===== config.mk =====
export PLATFORM = sky130hd
export DESIGN_NAME = dir_motor_driver
export DESIGN_NICKNAME = d
export VERILOG_FILES = /design/src/rtl/dir_motor_driver_pkg.sv /design/src/rtl/dir_motor_driver_channel.sv /design/src/rtl/dir_motor_driver.sv
export SDC_FILE = /design/constraint.sdc
export NUM_CORES = 1
export LEC_CHECK = 0
export BUFFER_PORTS_ARGS = -buffer_cell sky130_fd_sc_hd__buf_4
export CAP_MARGIN = 10
export CORE_ASPECT_RATIO = 1.4
export CORE_MARGIN = 2
export CORE_UTILIZATION = 54
export DETAILED_ROUTE_END_ITERATION = 6
export GPL_TIMING_DRIVEN = 1
export MAX_ROUTING_LAYER = met4
export PLACE_DENSITY = 0.77
export SETUP_SLACK_MARGIN = 0.15
export SYNTH_ARGS = -nofsm -noshare
export SYNTH_HDL_FRONTEND = slang
export SYNTH_SLANG_ARGS = --single-unit

===== constraint.sdc =====
create_clock -name clk -period 5.85 [get_ports clk]
set_input_delay 0.2925 -clock clk [delete_from_list [all_inputs] [get_ports clk]]
set_output_delay 0.2925 -clock clk [all_outputs]
set_load 0.03 [all_outputs]

===== src/rtl/dir_motor_driver_pkg.sv =====
// Shared definitions for the steering-code consumer: steer codes (common with the
// direction controller), driver FSM states and duty width helper.
package dir_motor_driver_pkg;

  // Steer code {turn[1:0], severity[1:0]}
  localparam logic [3:0] STEER_PROCEED      = 4'b00_00;
  localparam logic [3:0] STEER_VEER_RIGHT   = 4'b10_01;
  localparam logic [3:0] STEER_HARD_RIGHT   = 4'b10_10;
  localparam logic [3:0] STEER_NINETY_RIGHT = 4'b10_11;
  localparam logic [3:0] STEER_VEER_LEFT    = 4'b01_01;
  localparam logic [3:0] STEER_HARD_LEFT    = 4'b01_10;
  localparam logic [3:0] STEER_NINETY_LEFT  = 4'b01_11;
  localparam logic [3:0] STEER_STOP         = 4'b11_11;

  typedef enum logic [1:0] {
    ST_RUN,
    ST_DEAD,
    ST_PIVOT
  } state_t;

  // Duty shares the PWM counter width so a full-scale duty is 2^PWM_BITS-1.
  function automatic int duty_width(input int pwm_bits);
    return pwm_bits;
  endfunction

endpackage


===== src/rtl/dir_motor_driver_channel.sv =====
// One H-bridge channel: duty register slewed toward its target once per PWM
// period, plus the registered PWM compare.
module motor_channel
  import dir_motor_driver_pkg::*;
#(
  parameter int PWM_BITS  = 8,
  parameter int RAMP_STEP = 8
) (
  input  logic                clk,
  input  logic                rst,
  input  logic [PWM_BITS-1:0] target,
  input  logic                force_zero,
  input  logic                wrap,
  input  logic [PWM_BITS-1:0] cnt,
  output logic                pwm
);

  localparam int DW = duty_width(PWM_BITS);
  localparam logic [DW-1:0] STEP = DW'(RAMP_STEP);

  logic [DW-1:0] duty_reg, duty_next;
  logic          pwm_reg;

  always_comb begin
    duty_next = duty_reg;
    if (force_zero) begin
      duty_next = '0;
    end else if (wrap) begin
      // Clamp to the target so the last step never overshoots.
      if (target > duty_reg) begin
        duty_next = (target - duty_reg > STEP) ? duty_reg + STEP : target;
      end else if (target < duty_reg) begin
        duty_next = (duty_reg - target > STEP) ? duty_reg - STEP : target;
      end
    end
  end

  always_ff @(posedge clk) begin
    if (rst) begin
      duty_reg <= '0;
      pwm_reg  <= 1'b0;
    end else begin
      duty_reg <= duty_next;
      pwm_reg  <= !force_zero && (cnt < duty_reg);
    end
  end

  assign pwm = pwm_reg;

endmodule


===== src/rtl/dir_motor_driver.sv =====
// Steer-code to dual H-bridge driver: decodes duty targets, owns the PWM counter
// and the RUN/DEAD/PIVOT sequencer that guards polarity reversals and pivots.
module dir_motor_driver
  import dir_motor_driver_pkg::*;
#(
  parameter int PWM_BITS    = 8,
  parameter int BASE_DUTY   = 200,
  parameter int VEER_DUTY   = 120,
  parameter int PIVOT_DUTY  = 160,
  parameter int RAMP_STEP   = 8,
  parameter int DEAD_CYCLES = 50_000,
  parameter int PIVOT_HOLD  = 5_000_000
) (
  input  logic       clk,
  input  logic       rst,
  input  logic [3:0] dir,
  input  logic       direction,
  output logic       left_pwm,
  output logic       right_pwm,
  output logic       left_fwd,
  output logic       right_fwd,
  output logic       busy
);

  localparam int DW   = duty_width(PWM_BITS);
  localparam int TMAX = (DEAD_CYCLES > PIVOT_HOLD) ? DEAD_CYCLES : PIVOT_HOLD;
  localparam int TW   = $clog2(TMAX + 1);
  localparam logic [DW-1:0] BASE_D  = DW'(BASE_DUTY);
  localparam logic [DW-1:0] VEER_D  = DW'(VEER_DUTY);
  localparam logic [DW-1:0] PIVOT_D = DW'(PIVOT_DUTY);

  state_t                state_reg;
  logic [PWM_BITS-1:0]   cnt_reg;
  logic [TW-1:0]         timer_reg;
  logic                  left_fwd_reg, right_fwd_reg, busy_reg;

  logic [DW-1:0] tgt_l, tgt_r;
  logic [DW-1:0] ch_tgt [2];
  logic          rev_l, rev_r, halt, ninety;
  logic          req_l, req_r, mismatch, force_zero, wrap;
  logic [1:0]    pwm_bus;

  // STOP and every undefined code collapse to the same halt behaviour.
  always_comb begin
    tgt_l = '0;
    tgt_r = '0;
    rev_l = 1'b0;
    rev_r = 1'b0;
    halt  = 1'b0;
    case (dir)
      STEER_PROCEED:      begin tgt_l = BASE_D;  tgt_r = BASE_D;  end
      STEER_VEER_RIGHT:   begin tgt_l = BASE_D;  tgt_r = VEER_D;  end
      STEER_HARD_RIGHT:   begin tgt_l = BASE_D;  tgt_r = '0;      end
      STEER_VEER_LEFT:    begin tgt_l = VEER_D;  tgt_r = BASE_D;  end
      STEER_HARD_LEFT:    begin tgt_l = '0;      tgt_r = BASE_D;  end
      STEER_NINETY_RIGHT: begin tgt_l = PIVOT_D; tgt_r = PIVOT_D; rev_r = 1'b1; end
      STEER_NINETY_LEFT:  begin tgt_l = PIVOT_D; tgt_r = PIVOT_D; rev_l = 1'b1; end
      default:            halt = 1'b1;
    endcase
  end

  assign ninety   = (dir == STEER_NINETY_RIGHT) || (dir == STEER_NINETY_LEFT);
  assign req_l    = direction ^ rev_l;
  assign req_r    = direction ^ rev_r;
  assign mismatch = (req_l != left_fwd_reg) || (req_r != right_fwd_reg);
  assign wrap     = (cnt_reg == '1);

  // Pivot targets are fixed, so "latched on entry" reduces to ignoring dir in PIVOT.
  always_comb begin
    force_zero = 1'b0;
    ch_tgt[0]  = tgt_l;
    ch_tgt[1]  = tgt_r;
    case (state_reg)
      ST_RUN:  force_zero = mismatch | halt;
      ST_DEAD: force_zero = 1'b1;
      ST_PIVOT: begin
        if (halt) begin
          force_zero = 1'b1;
        end else begin
          ch_tgt[0] = PIVOT_D;
          ch_tgt[1] = PIVOT_D;
        end
      end
      default: force_zero = 1'b1;
    endcase
  end

  always_ff @(posedge clk) begin
    if (rst) begin
      state_reg     <= ST_RUN;
      cnt_reg       <= '0;
      timer_reg     <= '0;
      left_fwd_reg  <= 1'b1;
      right_fwd_reg <= 1'b1;
      busy_reg      <= 1'b0;
    end else begin
      cnt_reg  <= cnt_reg + 1'b1;
      busy_reg <= (state_reg != ST_RUN);
      case (state_reg)
        ST_RUN: begin
          if (mismatch) begin
            state_reg <= ST_DEAD;
            timer_reg <= '0;
          end else if (ninety) begin
            state_reg <= ST_PIVOT;
            timer_reg <= '0;
          end
        end
        ST_DEAD: begin
          // Polarity is sampled only at exit, absorbing toggles during the brake.
          if (timer_reg == TW'(DEAD_CYCLES - 1)) begin
            left_fwd_reg  <= req_l;
            right_fwd_reg <= req_r;
            timer_reg     <= '0;
            state_reg     <= ninety ? ST_PIVOT : ST_RUN;
          end else begin
            timer_reg <= timer_reg + 1'b1;
          end
        end
        ST_PIVOT: begin
          if (halt || timer_reg == TW'(PIVOT_HOLD - 1)) begin
            state_reg <= ST_RUN;
            timer_reg <= '0;
          end else begin
            timer_reg <= timer_reg + 1'b1;
          end
        end
        default: state_reg <= ST_RUN;
      endcase
    end
  end

  for (genvar gi = 0; gi < 2; gi++) begin : g_ch
    motor_channel #(
      .PWM_BITS  (PWM_BITS),
      .RAMP_STEP (RAMP_STEP)
    ) u_ch (
      .clk        (clk),
      .rst        (rst),
      .target     (ch_tgt[gi]),
      .force_zero (force_zero),
      .wrap       (wrap),
      .cnt        (cnt_reg),
      .pwm        (pwm_bus[gi])
    );
  end

  assign left_pwm  = pwm_bus[0];
  assign right_pwm = pwm_bus[1];
  assign left_fwd  = left_fwd_reg;
  assign right_fwd = right_fwd_reg;
  assign busy      = busy_reg;

endmodule


-- Word level (Yosys, flattened, before mapping)
Cells that the tools add are included.
- output and inout port bits: 5
- memories: 0
- logic and storage cells: 98
- bits in latches: 0
- bits in read-only memories: 0
- register bits: 54
- input port bits: 7
- memory bits (writable): 0
- shifts and indexed selects: 0
- div/mod/pow operators: 0
- bitwise operators: 3
- equality and inequality tests: 16
- muxes and demuxes: 27
- reduce and logical (&&, ||, !) cells: 22
- multiply operators: 0
- $add $sub $neg: 10
- order comparisons: 10
- operators with widths (cell ; number):
    $mux 23 ; 4
    $pmux 23 s3 ; 1
    $mux 8 ; 8
    $pmux 8 s3 ; 2
    $gt 8x4->1 const B ; 4
    $lt 8x8->1 ; 4
    $mux 16 ; 2
    $sub 8x8->8 ; 4
    $add 23x1->23 const B ; 1
    $eq 23x16->1 const B ; 1
    $eq 23x23->1 const B ; 1
    $add 8x4->8 const B ; 2
    $gt 8x8->1 ; 2
    $sub 8x4->8 const B ; 2
    $eq 4x3->1 const B ; 3
    $eq 4x4->1 const B ; 3
    $mux 2 ; 5
    $add 8x1->8 const B ; 1
    $eq 8x8->1 const B ; 1
    $reduce_and 2->1 ; 4
    $reduce_or 7->1 ; 1
    $pmux 2 s3 ; 1
    $reduce_bool 2->1 ; 3
    $reduce_or 3->1 ; 2
    17 further kinds ; 26

-- Logic depth before layout (Yosys ltp)
- depth after elaboration: 10
- mapped depth: 14
- gate-level depth less buffers: 13

-- By module
Synthesis repeated with hierarchy kept, for this count alone.
- cells, all modules: 633
- area, all modules: 5027.3 um^2
- modules (own cells, without submodules) (module ; area an instance (um^2) ; cells an instance ; instances ; seq. area each (um^2)):
    motor_channel ; 1468.9 ; 182 ; 2 ; 180.2
    dir_motor_driver ; 2089.5 ; 269 ; 1 ; 720.7

-- Worst setup path before layout
No wires, ideal clock.
- path kind: in2reg
- start: input port dir[0]
- end: register g_ch[1].u_ch.duty_reg[7]
- path buffers: 1
- required time: 5.708 ns
- setup slack: 2.553 ns
- stages on the path: 13
- arrival time: 3.155 ns
- library setup time: 0.142 ns
- cell sequence: clkbuf_1 nor3_1 a21oi_1 or2_2 a21oi_1 inv_1 ha_1 or3b_1 a211o_1 a222oi_1 nor2_1 a221oi_1 a221oi_1
- cells in the longest elaborated chain, start to end: 10
- elaborated cells between the ends (all ways): 36
- classes of those cells: add/sub: 2; order compare: 4; eq/ne: 8; mux: 11; bitwise: 3; reduce/logical: 8
- RTL lines (item ; RTL line ; text):
    start: declaration ; dir_motor_driver.sv:16 ; input logic [3:0] dir,
    $eq 4x3->1, or another cell as far along ; dir_motor_driver.sv:50 ; case (dir)
    $reduce_or 3->1 (no source line) / $reduce_or 2->1 (equally long branches) ; n/a ;
    $pmux 8 s3 ; dir_motor_driver.sv:50 ;
    $mux 16 ; dir_motor_driver.sv:77 ; if (halt) begin
    $mux 16 ; dir_motor_driver.sv:73 ; case (state_reg)
    $sub 8x8->8 ; dir_motor_driver_channel.sv:33 ; duty_next = (duty_reg - target > STEP) ? duty_reg - STEP : target;
    $gt 8x4->1 ; dir_motor_driver_channel.sv:33 ;
    $mux 8 ; dir_motor_driver_channel.sv:33 ;
    $mux 8 ; dir_motor_driver_channel.sv:32 ; end else if (target < duty_reg) begin
    $mux 8 ; dir_motor_driver_channel.sv:30 ; if (target > duty_reg) begin
    end signal: assignment ; dir_motor_driver_channel.sv:43 ; duty_reg <= duty_next;
    end: declaration ; dir_motor_driver_channel.sv:21 ; logic [DW-1:0] duty_reg, duty_next;
Parallel ways exist; a longest one is shown, timed or not. The select of a mux whose other input is x is not followed.
A chain may end at the register's enable or synchronous reset.

-- Worst setup path after layout
- start: register state_reg[0]
- end: register g_ch[0].u_ch.duty_reg[4]
- cells in the longest elaborated chain, start to end: 7
- elaborated cells between the ends (all ways): 17
- classes of those cells: add/sub: 2; order compare: 4; eq/ne: 1; mux: 6; reduce/logical: 4
- RTL lines (item ; RTL line ; text):
    start: declaration ; dir_motor_driver.sv:32 ; state_t state_reg;
    start signal: assignment ; dir_motor_driver.sv:115 ; state_reg <= ninety ? ST_PIVOT : ST_RUN;
    $eq 2x2->1 ; dir_motor_driver.sv:73 ;
    $mux 16 ; dir_motor_driver.sv:73 ;
    $sub 8x8->8 ; dir_motor_driver_channel.sv:33 ;
    $gt 8x4->1 ; dir_motor_driver_channel.sv:33 ;
    $mux 8 ; dir_motor_driver_channel.sv:33 ;
    $mux 8 ; dir_motor_driver_channel.sv:32 ;
    $mux 8 ; dir_motor_driver_channel.sv:30 ;
    end signal: assignment ; dir_motor_driver_channel.sv:43 ;
    end: declaration ; dir_motor_driver_channel.sv:21 ;
Parallel ways exist; a longest one is shown, timed or not. The select of a mux whose other input is x is not followed.

==> run_summary.xml <==
<?xml version="1.0" encoding="UTF-8"?>
<metrics>
  <group name="run_status">
    <metric name="status" unit="">complete, no violations</metric>
  </group>
  <group name="setup_path">
    <metric name="cp_max_delay_cell" unit="">o31ai_1</metric>
    <metric name="timing.setup.critical_path_class" unit="">reg -&gt; reg</metric>
    <metric name="critPathArrivalTime" unit="ns">3.85</metric>
    <metric name="path_depth" unit="">10</metric>
    <metric name="timing.critical_path.max_delay_family" unit="">compound AO/OA/AOI/OAI gates</metric>
    <metric name="r2r_cells" unit="">10</metric>
    <metric name="worst_r2r_startpoint" unit="">state_reg[0]</metric>
    <metric name="cp_max_fo" unit="">12</metric>
    <metric name="timing.critical_path.from_type" unit="">register</metric>
    <metric name="critical_path_required" unit="ns">6.03</metric>
    <metric name="buffers_and_inverters_on_the_worst_path" unit="">1</metric>
    <metric name="timing.critical_path.cells" unit="">inv_1 -&gt; ha_1 -&gt; maj3_1 -&gt; a21o_1 -&gt; ha_1 -&gt; o21ai_0 -&gt; and2_1 -&gt; o31ai_1 -&gt; a2111oi_0 -&gt; a2111oi_0</metric>
    <metric name="worst_setup_path_end_kind" unit="">register</metric>
    <metric name="critical_path.max_stage_delay" unit="ns">0.78</metric>
    <metric name="setup.reg_to_reg.worst_slack" unit="ns">2.18</metric>
    <metric name="critical_register_to_register_path_endpoint" unit="">g_ch[0].u_ch.duty_reg[4]</metric>
  </group>
  <group name="worst_hold_path">
    <metric name="holdPathEnd" unit="">busy</metric>
    <metric name="whs_path_depth" unit="">2</metric>
    <metric name="worst_hold_path_type" unit="">in -&gt; reg</metric>
    <metric name="min_from" unit="">rst</metric>
  </group>
  <group name="synthesis">
    <metric name="post-synth-top-area-cell" unit="">dfxtp_1</metric>
    <metric name="netlist_instances" unit="">511</metric>
    <metric name="synthesis.area" unit="um2">4040</metric>
    <metric name="yosys_warnings" unit="">0</metric>
    <metric name="synth.top_cells.by_area" unit="">dfxtp_1, ha_1, a21oi_1, nand3_1, xnor2_1</metric>
    <metric name="postSynthAreaPerCell" unit="um2">7.91</metric>
    <metric name="post_synth_num_cell_types" unit="">77</metric>
    <metric name="syn-num-nets" unit="">558</metric>
    <metric name="yosys_most_used_dff" unit="">dfxtp_1</metric>
    <metric name="synth_async_sr_flop_share" unit="%">0</metric>
    <metric name="ys_seq_area_share" unit="%">23.8</metric>
    <metric name="synth-edff-count" unit="">0</metric>
    <metric name="synth_top_cell_area_share" unit="%">23.8</metric>
    <metric name="ys_ff_latch" unit="">48</metric>
  </group>
  <group name="detailed_routing">
    <metric name="antenna_left" unit="">0</metric>
    <metric name="detailedRoute.firstIterationViolations" unit="">241</metric>
    <metric name="avgViaCountPerCell" unit="">6.21</metric>
    <metric name="drt-wirelength-per-cell" unit="um">16.0</metric>
    <metric name="drt-pass1-iter-count" unit="">6</metric>
    <metric name="drc" unit="">0</metric>
    <metric name="drt_wl_total" unit="um">9740</metric>
    <metric name="vias" unit="">3782</metric>
  </group>
  <group name="power">
    <metric name="p_int" unit="mW">0.583</metric>
    <metric name="power.net_switching" unit="mW">0.258</metric>
    <metric name="power.clock.fraction" unit="%">33.5</metric>
    <metric name="power_frac_seq" unit="%">39.9</metric>
    <metric name="p_leak" unit="nW">1.62</metric>
    <metric name="power.share.combinational" unit="%">26.6</metric>
    <metric name="power_switching_share" unit="%">30.7</metric>
    <metric name="power.density" unit="nW/um2">195</metric>
    <metric name="vdd_drop_max" unit="mV">0.102</metric>
  </group>
  <group name="cells_and_area">
    <metric name="syn_to_final_growth" unit="%">6.28</metric>
    <metric name="layout_common_cells" unit="">dfxtp_1, ha_1, a21oi_1, inv_1, nand3_1</metric>
    <metric name="drive_above_1_share" unit="%">7.62</metric>
    <metric name="stdcell_area" unit="um2">4300</metric>
    <metric name="n_antenna_cell" unit="">0</metric>
    <metric name="layout_commonest_cell" unit="">dfxtp_1</metric>
    <metric name="largest_register_ffs" unit="">23</metric>
    <metric name="finalNetCount" unit="">559</metric>
  </group>
  <group name="global_routing">
    <metric name="grt_use_met1" unit="%">25.2</metric>
    <metric name="grt_max_degree" unit="">19</metric>
    <metric name="grt_overflow" unit="">0</metric>
    <metric name="busiest_layer" unit="">met2</metric>
    <metric name="grt_pass1_vias" unit="">3763</metric>
    <metric name="gr-usage-all-layers" unit="%">24.8</metric>
    <metric name="grt_util_met3" unit="%">2.72</metric>
    <metric name="met2_usage" unit="%">47.1</metric>
    <metric name="grt_first_pass_wirelength" unit="um">16500</metric>
    <metric name="grt_antenna_before_repair" unit="">0</metric>
  </group>
  <group name="clock_tree">
    <metric name="buffers_from_clock_root_to_sink_at_most" unit="">2</metric>
    <metric name="clock_tree_from_tritoncts" unit="">done</metric>
    <metric name="cts_h_tree_depth" unit="">2</metric>
    <metric name="clk_transition_reported_paths" unit="ns">0.09</metric>
    <metric name="cts_made_buffers" unit="">5</metric>
    <metric name="cts_root_buffer" unit="">clkbuf_8</metric>
    <metric name="clock_latency" unit="ns">0.31</metric>
    <metric name="post_cts_resize_count" unit="">0</metric>
    <metric name="clock_sinks" unit="">48</metric>
    <metric name="post_cts.repair.setup_buffers" unit="">0</metric>
    <metric name="cts_hold_repair.buffers" unit="">0</metric>
  </group>
  <group name="timing">
    <metric name="hold_viol_final" unit="">0</metric>
    <metric name="rsz0062_at_grt" unit="">no</metric>
    <metric name="period_minus_slack" unit="ns">3.67</metric>
    <metric name="setup_total_negative_slack" unit="ns">0</metric>
    <metric name="finClkSkew" unit="ns">0.0123</metric>
    <metric name="final_max_slew_viol_count" unit="">0</metric>
    <metric name="setup_viol" unit="">0</metric>
    <metric name="max_freq" unit="MHz">273</metric>
    <metric name="relSlewSlack" unit="%">38.8</metric>
    <metric name="worstMarginPinSlew" unit="ns">0.911</metric>
    <metric name="post-route-period-util" unit="%">62.7</metric>
  </group>
  <group name="placement">
    <metric name="post-dp-hpwl" unit="um">7350</metric>
    <metric name="detailed_place.area" unit="um2">4170</metric>
    <metric name="weighted_congestion_reported_at_the_end_of_routability_driven_placement" unit="">0.905</metric>
    <metric name="port_buffers" unit="">11</metric>
  </group>
  <group name="die">
    <metric name="fp.dieH" unit="um">106</metric>
    <metric name="io_pins" unit="">12</metric>
    <metric name="num_rows" unit="">37</metric>
    <metric name="core_region_area" unit="um2">7310</metric>
    <metric name="floorplan.initialDensity" unit="%">55.3</metric>
    <metric name="die_width" unit="um">77.1</metric>
    <metric name="die-area" unit="um2">8210</metric>
  </group>
  <group name="job">
    <metric name="drv_cap" unit="">0</metric>
  </group>
</metrics>
-- cells by family after synthesis --
family,synth area share [%]
fa+ha+maj,13.0
simple gates,25.1
mux,1.98
buf+inv,5.57
compound gates,24.7
flops,23.8
xor+xnor,5.85
-- worst max-delay path by stage --
stage          slack, ns                        to          from
6_report            2.18  g_ch[0].u_ch.duty_reg[4]  state_reg[0]
5_1_grt             1.99  g_ch[1].u_ch.duty_reg[5]  state_reg[0]
4_1_cts             2.24  g_ch[1].u_ch.duty_reg[7]  state_reg[0]
3_5_place_dp        1.96  g_ch[1].u_ch.duty_reg[7]        dir[2]
3_3_place_gp        2.06  g_ch[1].u_ch.duty_reg[6]        dir[2]
2_1_floorplan       2.55  g_ch[1].u_ch.duty_reg[7]        dir[0]
-- through the flow --
stage          total power [mW]  utilization (%)  cells  setup WS, ns  hold slack [ns]
2_1_floorplan             0.512                -    511          2.55            0.426
3_3_place_gp              0.556             57.0    602          2.06            0.438
3_5_place_dp              0.562             57.0    602          1.96            0.448
4_1_cts                   0.843             58.8    609          2.24            0.304
5_1_grt                   0.881             58.8    609          1.99            0.303
6_report                  0.840             58.8    609          2.18            0.298
-- synth_stat cells (2+ instances only) --
library cell,number
clkbuf_1,9
a221oi_1,5
a31oi_1,4
o31ai_1,2
o22ai_1,4
a22oi_1,2
o221a_2,2
xnor2_1,17
a21bo_1,2
nor3_1,10
or3_1,3
a2111oi_0,2
and2_1,3
or4_1,11
a21o_1,9
nand3_1,35
a21oi_1,37
a22o_1,2
o21ai_1,4
ha_1,38
mux2i_1,2
a21boi_0,4
nor2b_1,9
nand2b_1,6
and3_1,10
fa_1,2
mux2_2,4
dfxtp_1,48
and3b_1,4
nor2_2,2
nand4b_1,6
buf_2,6
o21ai_0,29
nor4_1,9
o21a_1,8
xor2_1,10
nand3b_1,4
nand2_1,34
o211ai_1,6
nor2_1,28
a211oi_1,6
inv_1,37
or2_2,2
-- power groups by stage --
stage          Clock, mW  Combinational (mW)  Sequential (mW)
6_report           0.282               0.224            0.335
5_1_grt            0.299               0.246            0.335
4_1_cts            0.288               0.221            0.335
3_5_place_dp           0               0.219            0.343
3_3_place_gp           0               0.213            0.342
2_1_floorplan          0               0.169            0.344
-- layer usage --
layer | up-vias | wire, um
met1 | 1804 | 3910
met3 | 17 | 310
met4 | 0 | 212
li1 | 1873 | -
met5 | - | 0
met2 | 88 | 5310
-- layout make-up --
type / count / area [um2]
Sequential cell: 48 / 961
Timing Repair Buffer: 12 / 90.1
Multi-Input combinational cell: 408 / 2860
Clock inverter: 2 / 60.1
Tap cell: 97 / 121
Clock buffer: 5 / 68.8
Inverter: 37 / 139
Fill cell: 682 / 3020
No activity file was read; power rests on OpenSTA's default activity.
